### src/rtl/scs8hd_lpflow_pkg.sv
// Shared types and default timing for the lpflow kapwr power sequencer.
// The state enum and per-state output decode live here so every user agrees on them.
package scs8hd_lpflow_pkg;

    localparam int unsigned CNT_W_DEF      = 4;
    localparam int unsigned ISO_DLY_DEF    = 2;
    localparam int unsigned SAVE_DLY_DEF   = 3;
    localparam int unsigned PG_TIMEOUT_DEF = 12;

    typedef enum logic [3:0] {
        ST_ON,
        ST_CLK_OFF,
        ST_ISO,
        ST_SAVE,
        ST_PWR_OFF,
        ST_OFF,
        ST_PWR_ON,
        ST_RESTORE,
        ST_ISO_REL,
        ST_CLK_ON
    } pwrseq_state_t;

    typedef struct packed {
        logic sleep_ack;
        logic clk_en;
        logic iso_en;
        logic ret_save;
        logic ret_restore;
        logic pwr_sw_en;
        logic busy;
    } pwrseq_out_t;

    // Output levels a state holds for its whole residency; registered on entry.
    function automatic pwrseq_out_t state_outputs(input pwrseq_state_t s);
        pwrseq_out_t o;
        o = '0;
        case (s)
            ST_ON: begin
                o.clk_en    = 1'b1;
                o.pwr_sw_en = 1'b1;
            end
            ST_CLK_OFF: begin
                o.pwr_sw_en = 1'b1;
                o.busy      = 1'b1;
            end
            ST_ISO: begin
                o.iso_en    = 1'b1;
                o.pwr_sw_en = 1'b1;
                o.busy      = 1'b1;
            end
            ST_SAVE: begin
                o.iso_en    = 1'b1;
                o.ret_save  = 1'b1;
                o.pwr_sw_en = 1'b1;
                o.busy      = 1'b1;
            end
            ST_PWR_OFF: begin
                o.iso_en    = 1'b1;
                o.busy      = 1'b1;
            end
            ST_OFF: begin
                o.iso_en    = 1'b1;
                o.sleep_ack = 1'b1;
            end
            ST_PWR_ON: begin
                o.iso_en    = 1'b1;
                o.pwr_sw_en = 1'b1;
                o.busy      = 1'b1;
            end
            ST_RESTORE: begin
                o.iso_en      = 1'b1;
                o.ret_restore = 1'b1;
                o.pwr_sw_en   = 1'b1;
                o.busy        = 1'b1;
            end
            ST_ISO_REL: begin
                o.pwr_sw_en = 1'b1;
                o.busy      = 1'b1;
            end
            ST_CLK_ON: begin
                o.clk_en    = 1'b1;
                o.pwr_sw_en = 1'b1;
                o.busy      = 1'b1;
            end
            default: begin
                o.clk_en    = 1'b1;
                o.pwr_sw_en = 1'b1;
            end
        endcase
        return o;
    endfunction

endpackage

### src/rtl/scs8hd_lpflow_kapwr_pwrseq_if.sv
// Control/status bundle between the power manager (master) and the sequencer (slave).
// sleep_req/sleep_ack are a level request/acknowledge: the master holds sleep_req and
// the island is off exactly while sleep_ack=1; dropping sleep_req requests wake.
interface scs8hd_lpflow_kapwr_pwrseq_if;

    logic sleep_req;
    logic pwr_good;
    logic sleep_ack;
    logic clk_en;
    logic iso_en;
    logic ret_save;
    logic ret_restore;
    logic pwr_sw_en;
    logic busy;
    logic err;

    modport master (
        output sleep_req,
        output pwr_good,
        input  sleep_ack,
        input  clk_en,
        input  iso_en,
        input  ret_save,
        input  ret_restore,
        input  pwr_sw_en,
        input  busy,
        input  err
    );

    modport slave (
        input  sleep_req,
        input  pwr_good,
        output sleep_ack,
        output clk_en,
        output iso_en,
        output ret_save,
        output ret_restore,
        output pwr_sw_en,
        output busy,
        output err
    );

endinterface

### src/rtl/scs8hd_lpflow_dly_cnt.sv
// Loadable down-counter with zero flag; parks at zero until reloaded.
module scs8hd_lpflow_dly_cnt
    import scs8hd_lpflow_pkg::*;
#(
    parameter int unsigned CNT_W = CNT_W_DEF
) (
    input  logic             clk,
    input  logic             reset,
    input  logic             load,
    input  logic [CNT_W-1:0] load_val,
    output logic [CNT_W-1:0] count,
    output logic             zero
);

    always_ff @(posedge clk) begin
        if (reset) begin
            count <= '0;
        end else if (load) begin
            count <= load_val;
        end else if (count != '0) begin
            count <= count - CNT_W'(1);
        end
    end

    assign zero = (count == '0);

endmodule

### src/rtl/scs8hd_lpflow_kapwr_pwrseq.sv
// Always-on power-down/wake sequencer for a switchable vpwr island: orders clock stop,
// isolation, retention save and switch-off, and the reverse on wake.
module scs8hd_lpflow_kapwr_pwrseq
    import scs8hd_lpflow_pkg::*;
#(
    parameter int unsigned CNT_W      = CNT_W_DEF,
    parameter int unsigned ISO_DLY    = ISO_DLY_DEF,
    parameter int unsigned SAVE_DLY   = SAVE_DLY_DEF,
    parameter int unsigned PG_TIMEOUT = PG_TIMEOUT_DEF
) (
    input  logic                         clk,
    input  logic                         reset,
    scs8hd_lpflow_kapwr_pwrseq_if.slave  bus,
    output pwrseq_state_t                state_dbg,
    output logic [CNT_W-1:0]             cnt_dbg
);

    pwrseq_state_t    state;
    pwrseq_state_t    nxt_state;
    pwrseq_out_t      out_q;
    logic             err_q;
    logic             abort_q;
    logic             cnt_load;
    logic             cnt_zero;
    logic [CNT_W-1:0] cnt_load_val;
    logic [CNT_W-1:0] cnt_val;

    // Timed states leave only when the counter reaches zero; a clock-off request that
    // was withdrawn at any point is remembered in abort_q and taken at that exit.
    always_comb begin
        nxt_state = state;
        case (state)
            ST_ON:      if (bus.sleep_req) nxt_state = ST_CLK_OFF;
            ST_CLK_OFF: if (cnt_zero) nxt_state = (abort_q || !bus.sleep_req) ? ST_CLK_ON : ST_ISO;
            ST_ISO:     if (cnt_zero) nxt_state = ST_SAVE;
            ST_SAVE:    if (cnt_zero) nxt_state = ST_PWR_OFF;
            ST_PWR_OFF: if (cnt_zero) nxt_state = ST_OFF;
            ST_OFF:     if (!bus.sleep_req) nxt_state = ST_PWR_ON;
            ST_PWR_ON:  if (bus.pwr_good) nxt_state = ST_RESTORE;
            ST_RESTORE: if (cnt_zero) nxt_state = ST_ISO_REL;
            ST_ISO_REL: if (cnt_zero) nxt_state = ST_CLK_ON;
            ST_CLK_ON:  if (cnt_zero) nxt_state = ST_ON;
            default:    nxt_state = ST_ON;
        endcase
    end

    // Residency minus one is loaded so the state lasts exactly its delay in cycles.
    always_comb begin
        cnt_load_val = '0;
        case (nxt_state)
            ST_CLK_OFF, ST_ISO, ST_ISO_REL: cnt_load_val = CNT_W'(ISO_DLY - 1);
            ST_SAVE:                        cnt_load_val = CNT_W'(SAVE_DLY - 1);
            ST_PWR_ON:                      cnt_load_val = CNT_W'(PG_TIMEOUT - 1);
            default:                        cnt_load_val = '0;
        endcase
    end

    assign cnt_load = (nxt_state != state);

    scs8hd_lpflow_dly_cnt #(
        .CNT_W (CNT_W)
    ) u_dly_cnt (
        .clk      (clk),
        .reset    (reset),
        .load     (cnt_load),
        .load_val (cnt_load_val),
        .count    (cnt_val),
        .zero     (cnt_zero)
    );

    always_ff @(posedge clk) begin
        if (reset) begin
            state   <= ST_ON;
            out_q   <= state_outputs(ST_ON);
            err_q   <= 1'b0;
            abort_q <= 1'b0;
        end else begin
            state   <= nxt_state;
            out_q   <= state_outputs(nxt_state);
            err_q   <= err_q | ((state == ST_PWR_ON) && !bus.pwr_good && cnt_zero);
            abort_q <= (nxt_state == ST_CLK_OFF) && (abort_q || !bus.sleep_req);
        end
    end

    assign bus.sleep_ack   = out_q.sleep_ack;
    assign bus.clk_en      = out_q.clk_en;
    assign bus.iso_en      = out_q.iso_en;
    assign bus.ret_save    = out_q.ret_save;
    assign bus.ret_restore = out_q.ret_restore;
    assign bus.pwr_sw_en   = out_q.pwr_sw_en;
    assign bus.busy        = out_q.busy;
    assign bus.err         = err_q;

    assign state_dbg = state;
    assign cnt_dbg   = cnt_val;

endmodule

### src/flat_wrapper.sv
// flat-port wrapper written by rule: the top's interface ports become plain ports
module scs8hd_lpflow_kapwr_pwrseq_flat import scs8hd_lpflow_pkg::*;
#(
    parameter int unsigned CNT_W      = CNT_W_DEF,
    parameter int unsigned ISO_DLY    = ISO_DLY_DEF,
    parameter int unsigned SAVE_DLY   = SAVE_DLY_DEF,
    parameter int unsigned PG_TIMEOUT = PG_TIMEOUT_DEF
)
  (clk, reset, state_dbg, cnt_dbg, bus_sleep_req, bus_pwr_good, bus_sleep_ack, bus_clk_en, bus_iso_en, bus_ret_save, bus_ret_restore, bus_pwr_sw_en, bus_busy, bus_err);
  scs8hd_lpflow_kapwr_pwrseq_if bus_i ();
  input  logic clk;
  input  logic reset;
  output pwrseq_state_t state_dbg;
  output logic [CNT_W-1:0] cnt_dbg;
  input wire logic [$bits(bus_i.sleep_req)-1:0] bus_sleep_req;
  input wire logic [$bits(bus_i.pwr_good)-1:0] bus_pwr_good;
  output wire logic [$bits(bus_i.sleep_ack)-1:0] bus_sleep_ack;
  output wire logic [$bits(bus_i.clk_en)-1:0] bus_clk_en;
  output wire logic [$bits(bus_i.iso_en)-1:0] bus_iso_en;
  output wire logic [$bits(bus_i.ret_save)-1:0] bus_ret_save;
  output wire logic [$bits(bus_i.ret_restore)-1:0] bus_ret_restore;
  output wire logic [$bits(bus_i.pwr_sw_en)-1:0] bus_pwr_sw_en;
  output wire logic [$bits(bus_i.busy)-1:0] bus_busy;
  output wire logic [$bits(bus_i.err)-1:0] bus_err;
  assign bus_i.sleep_req = bus_sleep_req;
  assign bus_i.pwr_good = bus_pwr_good;
  assign bus_sleep_ack = bus_i.sleep_ack;
  assign bus_clk_en = bus_i.clk_en;
  assign bus_iso_en = bus_i.iso_en;
  assign bus_ret_save = bus_i.ret_save;
  assign bus_ret_restore = bus_i.ret_restore;
  assign bus_pwr_sw_en = bus_i.pwr_sw_en;
  assign bus_busy = bus_i.busy;
  assign bus_err = bus_i.err;
  scs8hd_lpflow_kapwr_pwrseq #(.CNT_W(CNT_W), .ISO_DLY(ISO_DLY), .SAVE_DLY(SAVE_DLY), .PG_TIMEOUT(PG_TIMEOUT)) u_core (.clk(clk), .reset(reset), .bus(bus_i), .state_dbg(state_dbg), .cnt_dbg(cnt_dbg));
endmodule
### config.mk
export PLATFORM = sky130hd
export DESIGN_NAME = scs8hd_lpflow_kapwr_pwrseq_flat
export DESIGN_NICKNAME = d
export VERILOG_FILES = /design/src/rtl/scs8hd_lpflow_pkg.sv /design/src/rtl/scs8hd_lpflow_kapwr_pwrseq_if.sv /design/src/rtl/scs8hd_lpflow_dly_cnt.sv /design/src/rtl/scs8hd_lpflow_kapwr_pwrseq.sv /design/src/flat_wrapper.sv
export SDC_FILE = /design/constraint.sdc
export NUM_CORES = 1
export LEC_CHECK = 0
export CORE_MARGIN = 2
export CORE_UTILIZATION = 45
export CTS_CLUSTER_SIZE = 16
export DETAILED_ROUTE_END_ITERATION = 16
export PLACE_DENSITY = 0.72
export SYNTH_ARGS = -nofsm -noshare
export SYNTH_HDL_FRONTEND = slang
export SYNTH_SLANG_ARGS = --single-unit
### constraint.sdc
create_clock -name clk -period 2.72 [get_ports clk]
set_clock_uncertainty 0.05 [all_clocks]
set_input_delay 0.408 -clock clk [delete_from_list [all_inputs] [get_ports clk]]
set_output_delay 0.408 -clock clk [all_outputs]
set_load 0.005 [all_outputs]
### After elaboration in Yosys (flattened, before gate mapping)

Index checks and enable logic that the tools add are counted.

| operators by class | value |
|---|---|
| bitwise gates (word level) | 1 |
| add/subtract/negate cells | 1 |
| multiplexer cells | 22 |
| equal/unequal tests | 19 |
| reduce and logical (&&, ||, !) cells | 15 |

Operators with widths:

| kind | number |
|---|---|
| $mux W4 | 13 |
| $pmux W4 S10 | 1 |
| $eq A4 B3 Y1 const B | 8 |
| $eq A4 B2 Y1 const B | 4 |
| $eq A4 B4 Y1 const B | 4 |
| $reduce_or A8 Y1 | 2 |
| $pmux W4 S3 | 1 |
| $eq A4 B1 Y1 const B | 2 |
| $logic_not A4 Y1 | 2 |
| $mux W1 | 7 |
| $reduce_or A6 Y1 | 1 |
| $ne A4 B4 Y1 | 1 |
| $reduce_bool A4 Y1 | 1 |
| $sub A4 B1 Y4 const B | 1 |
| $logic_and A1 B1 Y1 | 3 |
| $reduce_or A3 Y1 | 1 |
| $logic_not A1 Y1 | 2 |
| $reduce_bool A2 Y1 | 1 |
| $reduce_or A2 Y1 | 1 |
| $logic_or A1 B1 Y1 | 1 |
| $or A1 B1 Y1 | 1 |

| storage, ports and cells | value |
|---|---|
| register bits | 17 |
| output and inout port bits | 16 |
| word-level logic and storage cells | 69 |
| bits of input ports | 4 |

### Longest topological paths before layout

| logic depth | value |
|---|---|
| word-level depth | 9 |
| depth in mapped cells | 9 |
| depth with buffers taken out | 8 |

### Hierarchy

A second synthesis with hierarchy kept.

| unflattened totals | value |
|---|---|
| cell total of the unflattened synthesis | 115 |
| area total of the unflattened synthesis | 978.4 µm² |

By module, submodules not included:

| module | seq. area each (µm²) | instances | area each (µm²) | cells an instance |
|---|---|---|---|---|
| scs8hd_lpflow_kapwr_pwrseq | 260.2 | 1 | 749.5 | 91 |
| scs8hd_lpflow_dly_cnt | 80.1 | 1 | 229.0 | 24 |

### Worst setup path before layout

OpenSTA, ideal clock, no wires.

| path | value |
|---|---|
| path type | flip-flop to flip-flop |
| start point | register u_core.u_dly_cnt.count[0] |
| end point | register u_core.out_q (netlist bit u_core.bus.clk_en) |
| path buffers | 1 |
| library setup time | 0.120 ns |
| stages on the path, launching flop included | 9 |
| arrival | 1.957 ns |
| data required time | 2.550 ns |
| setup slack | 0.594 ns |
| clock period less this slack | 2.126 ns |
| path through | dfxtp_1 -> inv_1 -> ha_1 -> or3b_1 -> buf_2 -> nand2_2 -> o221ai_2 -> or3_1 -> a211o_1 |

| on the way | value |
|---|---|
| word-level cells in the longest chain between the ends | 6 |
| elaborated cells on any way between the ends | 19 |
| classes of those cells | eq/ne (8); mux (9); reduce/logical (2) |

RTL lines:

| what | RTL line | text |
|---|---|---|
| start: declaration | scs8hd_lpflow_dly_cnt.sv:11 | `output logic [CNT_W-1:0] count,` |
| start signal: assignment | scs8hd_lpflow_dly_cnt.sv:19 | `count <= load_val;` |
| start signal: assignment | scs8hd_lpflow_dly_cnt.sv:21 | `count <= count - CNT_W'(1);` |
| $logic_not A4 Y1 * | scs8hd_lpflow_dly_cnt.sv:25 | `assign zero = (count == '0);` |
| $mux W4, or another cell as far along | scs8hd_lpflow_kapwr_pwrseq.sv:42 | `ST_CLK_ON: if (cnt_zero) nxt_state = ST_ON;` |
| $pmux W4 S10 * | scs8hd_lpflow_kapwr_pwrseq.sv:32 | `case (state)` |
| $eq A4 B2 Y1, or another cell as far along | scs8hd_lpflow_pkg.sv:37 | `case (s)` |
| $reduce_or A8 Y1 (no source line) * | n/a |  |
| $mux W1 * | scs8hd_lpflow_pkg.sv:37 |  |
| end signal: assignment | scs8hd_lpflow_kapwr_pwrseq.sv:74 | `out_q <= state_outputs(ST_ON);` |
| end signal: assignment | scs8hd_lpflow_kapwr_pwrseq.sv:79 | `out_q <= state_outputs(nxt_state);` |
| end: declaration | scs8hd_lpflow_kapwr_pwrseq.sv:20 | `pwrseq_out_t out_q;` |

Mark *: on every way between the ends. The rest lies on a longest branch, timed or not.
A chain may end at the register's enable or synchronous reset.

### Worst setup path after layout

Ends and elaborated chain as after synthesis.

==> impl_results.md <==
- Wire length of the first global-routing pass: 3829 µm
- Max-Slew Margin vs Limit: 58.90%
- Clock root cell: clkbuf_4
- Worst Path Buf+Inv: 1
- Met1 Use GR: 25.75%
- Vias per cell: 5.704
- GR Util met2: 31.11%
- Slew @ Worst Pin: 0.6156 ns
- RSZ-0062 raised after global routing: no
- Worst-path cell chain: inv_1, ha_1, or3b_1, nand2_2, o221ai_2, or3_1, a211o_1
- Worst EP required: 2.87 ns
- Setup violations, final: 0
- GR Util met3: 3.333%
- Total Wirelength: 2253 µm
- Initial antenna violation count: 0
- Logic pwr share: 59.8%
- Leakage power: 0.4347 nW
- Internal power: 0.0007703 W
- Clock Path Buffers: 2
- Post-synth ARST share: 0%
- Seq pwr share: 29.7%
- Slew Limit Fails: 0
- Main synth FF type: dfxtp_1
- Max-cap violation count: 0
- Critical-path maximum fanout: 7
- Worst VDD drop: 0.5041 mV
- Nets: 138
- Fraction of layout cells with a size suffix above 1: 8.333%
- Commonest cells after routing, fill and taps aside: clkdlybuf4s50_1, dfxtp_1, a21oi_1
- Final instance count without filler cells: 159
- CTS tree: built
- Hold bufs inserted after CTS: 0
- DP HPWL: 1554 µm
- # fillers: 203
- Vias: 907
- Mean Syn Cell Area: 8.304 µm²
- Die Wd: 49.67 µm
- N_diodes: 0
- CP endpoint kind: flop
- P per Cell Area: 1129 mW/mm²
- Distinct cells, synth: 39
- Total design power: 0.001333 W
- Crit-path max cell delay: 0.49 ns
- Warnings, synthesis: 0
- Outcome: finished, final reports clean
- Std-Cell Rows: 16
- Psw: 0.0005624 W
- Clock transition at the registers of the reported paths: 0.10 ns
- Area delta synth->final: 25.73%
- CTS Sinks: 17
- Final hold vios: 0
- Top cell family by delay on the critical path: simple AND/OR/NAND/NOR gates
- Postcts setup bufs: 0
- Die Area: 0.002467 mm²
- Cells after synthesis: 113
- PortBufs: 19
- Fin crit period: 2.305 ns
- Hold Crit Depth: 2
- Starting density of the core: 47.83%
- I/O pin cnt: 20
- WS Path Type: reg -> reg
- Slowest cell on crit path: or3b_1
- Post-CTS Resized: 0
- Synthesized area: 938.4 µm²
- F_max: 433.8 MHz
- Sw frac: 42.20%
- Commonest non-fill, non-tap cell in the layout: clkdlybuf4s50_1
- Syn nets: 118
- Dpl cells: 155
- FF-to-FF path depth: 7
- Setup TNS: 0 ns
- Number of global-route vias before repair: 874
- CP Launch Type: flop
- WL per Instance: 14.17 µm
- Hold WC Path Type: reg -> reg
- GR peak layer: met2
- ANT nets after route: 0
- DRC violations left: 0
- Post-route cell area: 0.001180 mm²
- Instance count on the critical path: 7
- Clk network pwr share: 10.6%
- Largest net degree at the start of global routing: 19
- H-tree Lvls: 1
- Yosys reg bits: 17
- Die H: 49.67 µm
- Core footprint: 0.001962 mm²
- Global Route Usage Sum: 19.81%
- Placed inst area: 0.001154 mm²
- GRT overflow: 0
- Seq/Total Area, Yosys: 36.27%
- Tcrit/Tclk final: 84.75%
- EDFF count, synth: 0
- Skew-Pair Late Insertion Delay: 0.30 ns
- Num CTS Buffers: 3
- Worst EP arrival: 2.45 ns
- Pre-antenna DRT Iters: 4
- Initial drt markers: 11
- RePlAce Congestion: 0.9257
==> state kept, by name, indices dropped and copies added, names as in the netlist <==
register / count
u_core.bus.clk_en: 1
u_core.abort_q: 1
u_core.bus.err: 1
u_core.u_dly_cnt.count: 4
u_core.bus.iso_en: 1
u_core.state_dbg: 4
u_core.bus.ret_restore: 1
u_core.bus.busy: 1
u_core.bus.sleep_ack: 1
u_core.bus.pwr_sw_en: 1
u_core.bus.ret_save: 1
==> per-stage QoR <==
step	util, %	hold WS [ns]	setup WS (ns)
2_1_floorplan	-	0.4104	0.5937
3_3_place_gp	58.80	0.4015	0.2694
3_5_place_dp	58.80	0.4060	0.1973
4_1_cts	60.14	0.4307	0.4219
5_1_grt	60.14	0.4791	0.2338
6_report	60.14	0.4225	0.4149
==> power groups by stage <==
stage	Sequential (W)	Clock (W)	Combinational, W
after global routing	0.000407	0.000153	0.000878
after CTS	0.000393	0.000143	0.000798
after detailed placement	0.000398	0	0.000794
final	0.000396	0.000141	0.000796
after global placement	0.000397	0	0.000785
after floorplan	0.000366	0	0.000567
==> path summary, 6_finish.rpt <==
kind                                   from                 to  slack [ns]
setup / recovery  u_core.u_dly_cnt.count[0]  u_core.bus.clk_en        0.41
hold / removal               u_core.bus.err     u_core.bus.err        0.42
setup reg to reg  u_core.u_dly_cnt.count[0]  u_core.bus.clk_en        0.41
hold reg to reg              u_core.bus.err     u_core.bus.err        0.42
==> cell families (layout without fill, tap and decap cells) <==
family / count (synthesis) / in the layout / share of synthesized area [%]
buf+inv: 14 / 33 / 6.134
fa+ha+maj: 1 / 1 / 1.333
compound gates: 29 / 29 / 21.33
simple gates: 47 / 47 / 30.27
xor+xnor: 5 / 5 / 4.666
flops: 17 / 17 / 36.27
==> worst reg2reg max path, cell delays in order (launching register included) <==
cell and delay [ns]:
dfxtp_1 0.34, inv_1 0.08, ha_1 0.27, or3b_1 0.49, nand2_2 0.12, o221ai_2 0.13
or3_1 0.42, a211o_1 0.30
==> area by class of cell <==
type / instances / area, µm² / share of cell area (%)
multi-input combinational: 82 / 540.5 / 45.81
sequential: 17 / 340.3 / 28.84
timing repair buffer: 22 / 212.7 / 18.03
tap: 27 / 33.78 / 2.863
clock buffer: 4 / 26.28 / 2.227
inverter: 7 / 26.28 / 2.227
==> layer usage <==
metal / wire length [µm] / share of wire (%)
met2: 984 / 44
met1: 1117 / 50
met4: 61 / 2.7
met3: 89 / 4.0
met5: 0 / 0
==> cells in the mapped netlist, drive strengths merged (2+ instances only) <==
| library cell | number | area [µm²] |
|---|---|---|
| nor4 | 2 | 12.51 |
| nor3b | 2 | 20.02 |
| nor4b | 3 | 26.28 |
| a21oi | 12 | 60.06 |
| clkbuf | 3 | 11.26 |
| nand3 | 2 | 10.01 |
| inv | 7 | 26.28 |
| xnor2 | 4 | 35.03 |
| or3 | 3 | 18.77 |
| a211o | 2 | 17.52 |
| a211oi | 2 | 15.01 |
| nand2 | 8 | 32.54 |
| nor2b | 3 | 18.77 |
| dfxtp | 17 | 340.3 |
| and4bb | 2 | 25.02 |
| nor2 | 9 | 33.78 |
| o21ai | 3 | 15.01 |
| nor3 | 5 | 25.02 |
| buf | 4 | 20.02 |
| nand4 | 3 | 18.77 |
No activity file was read; power rests on OpenSTA's default activity.
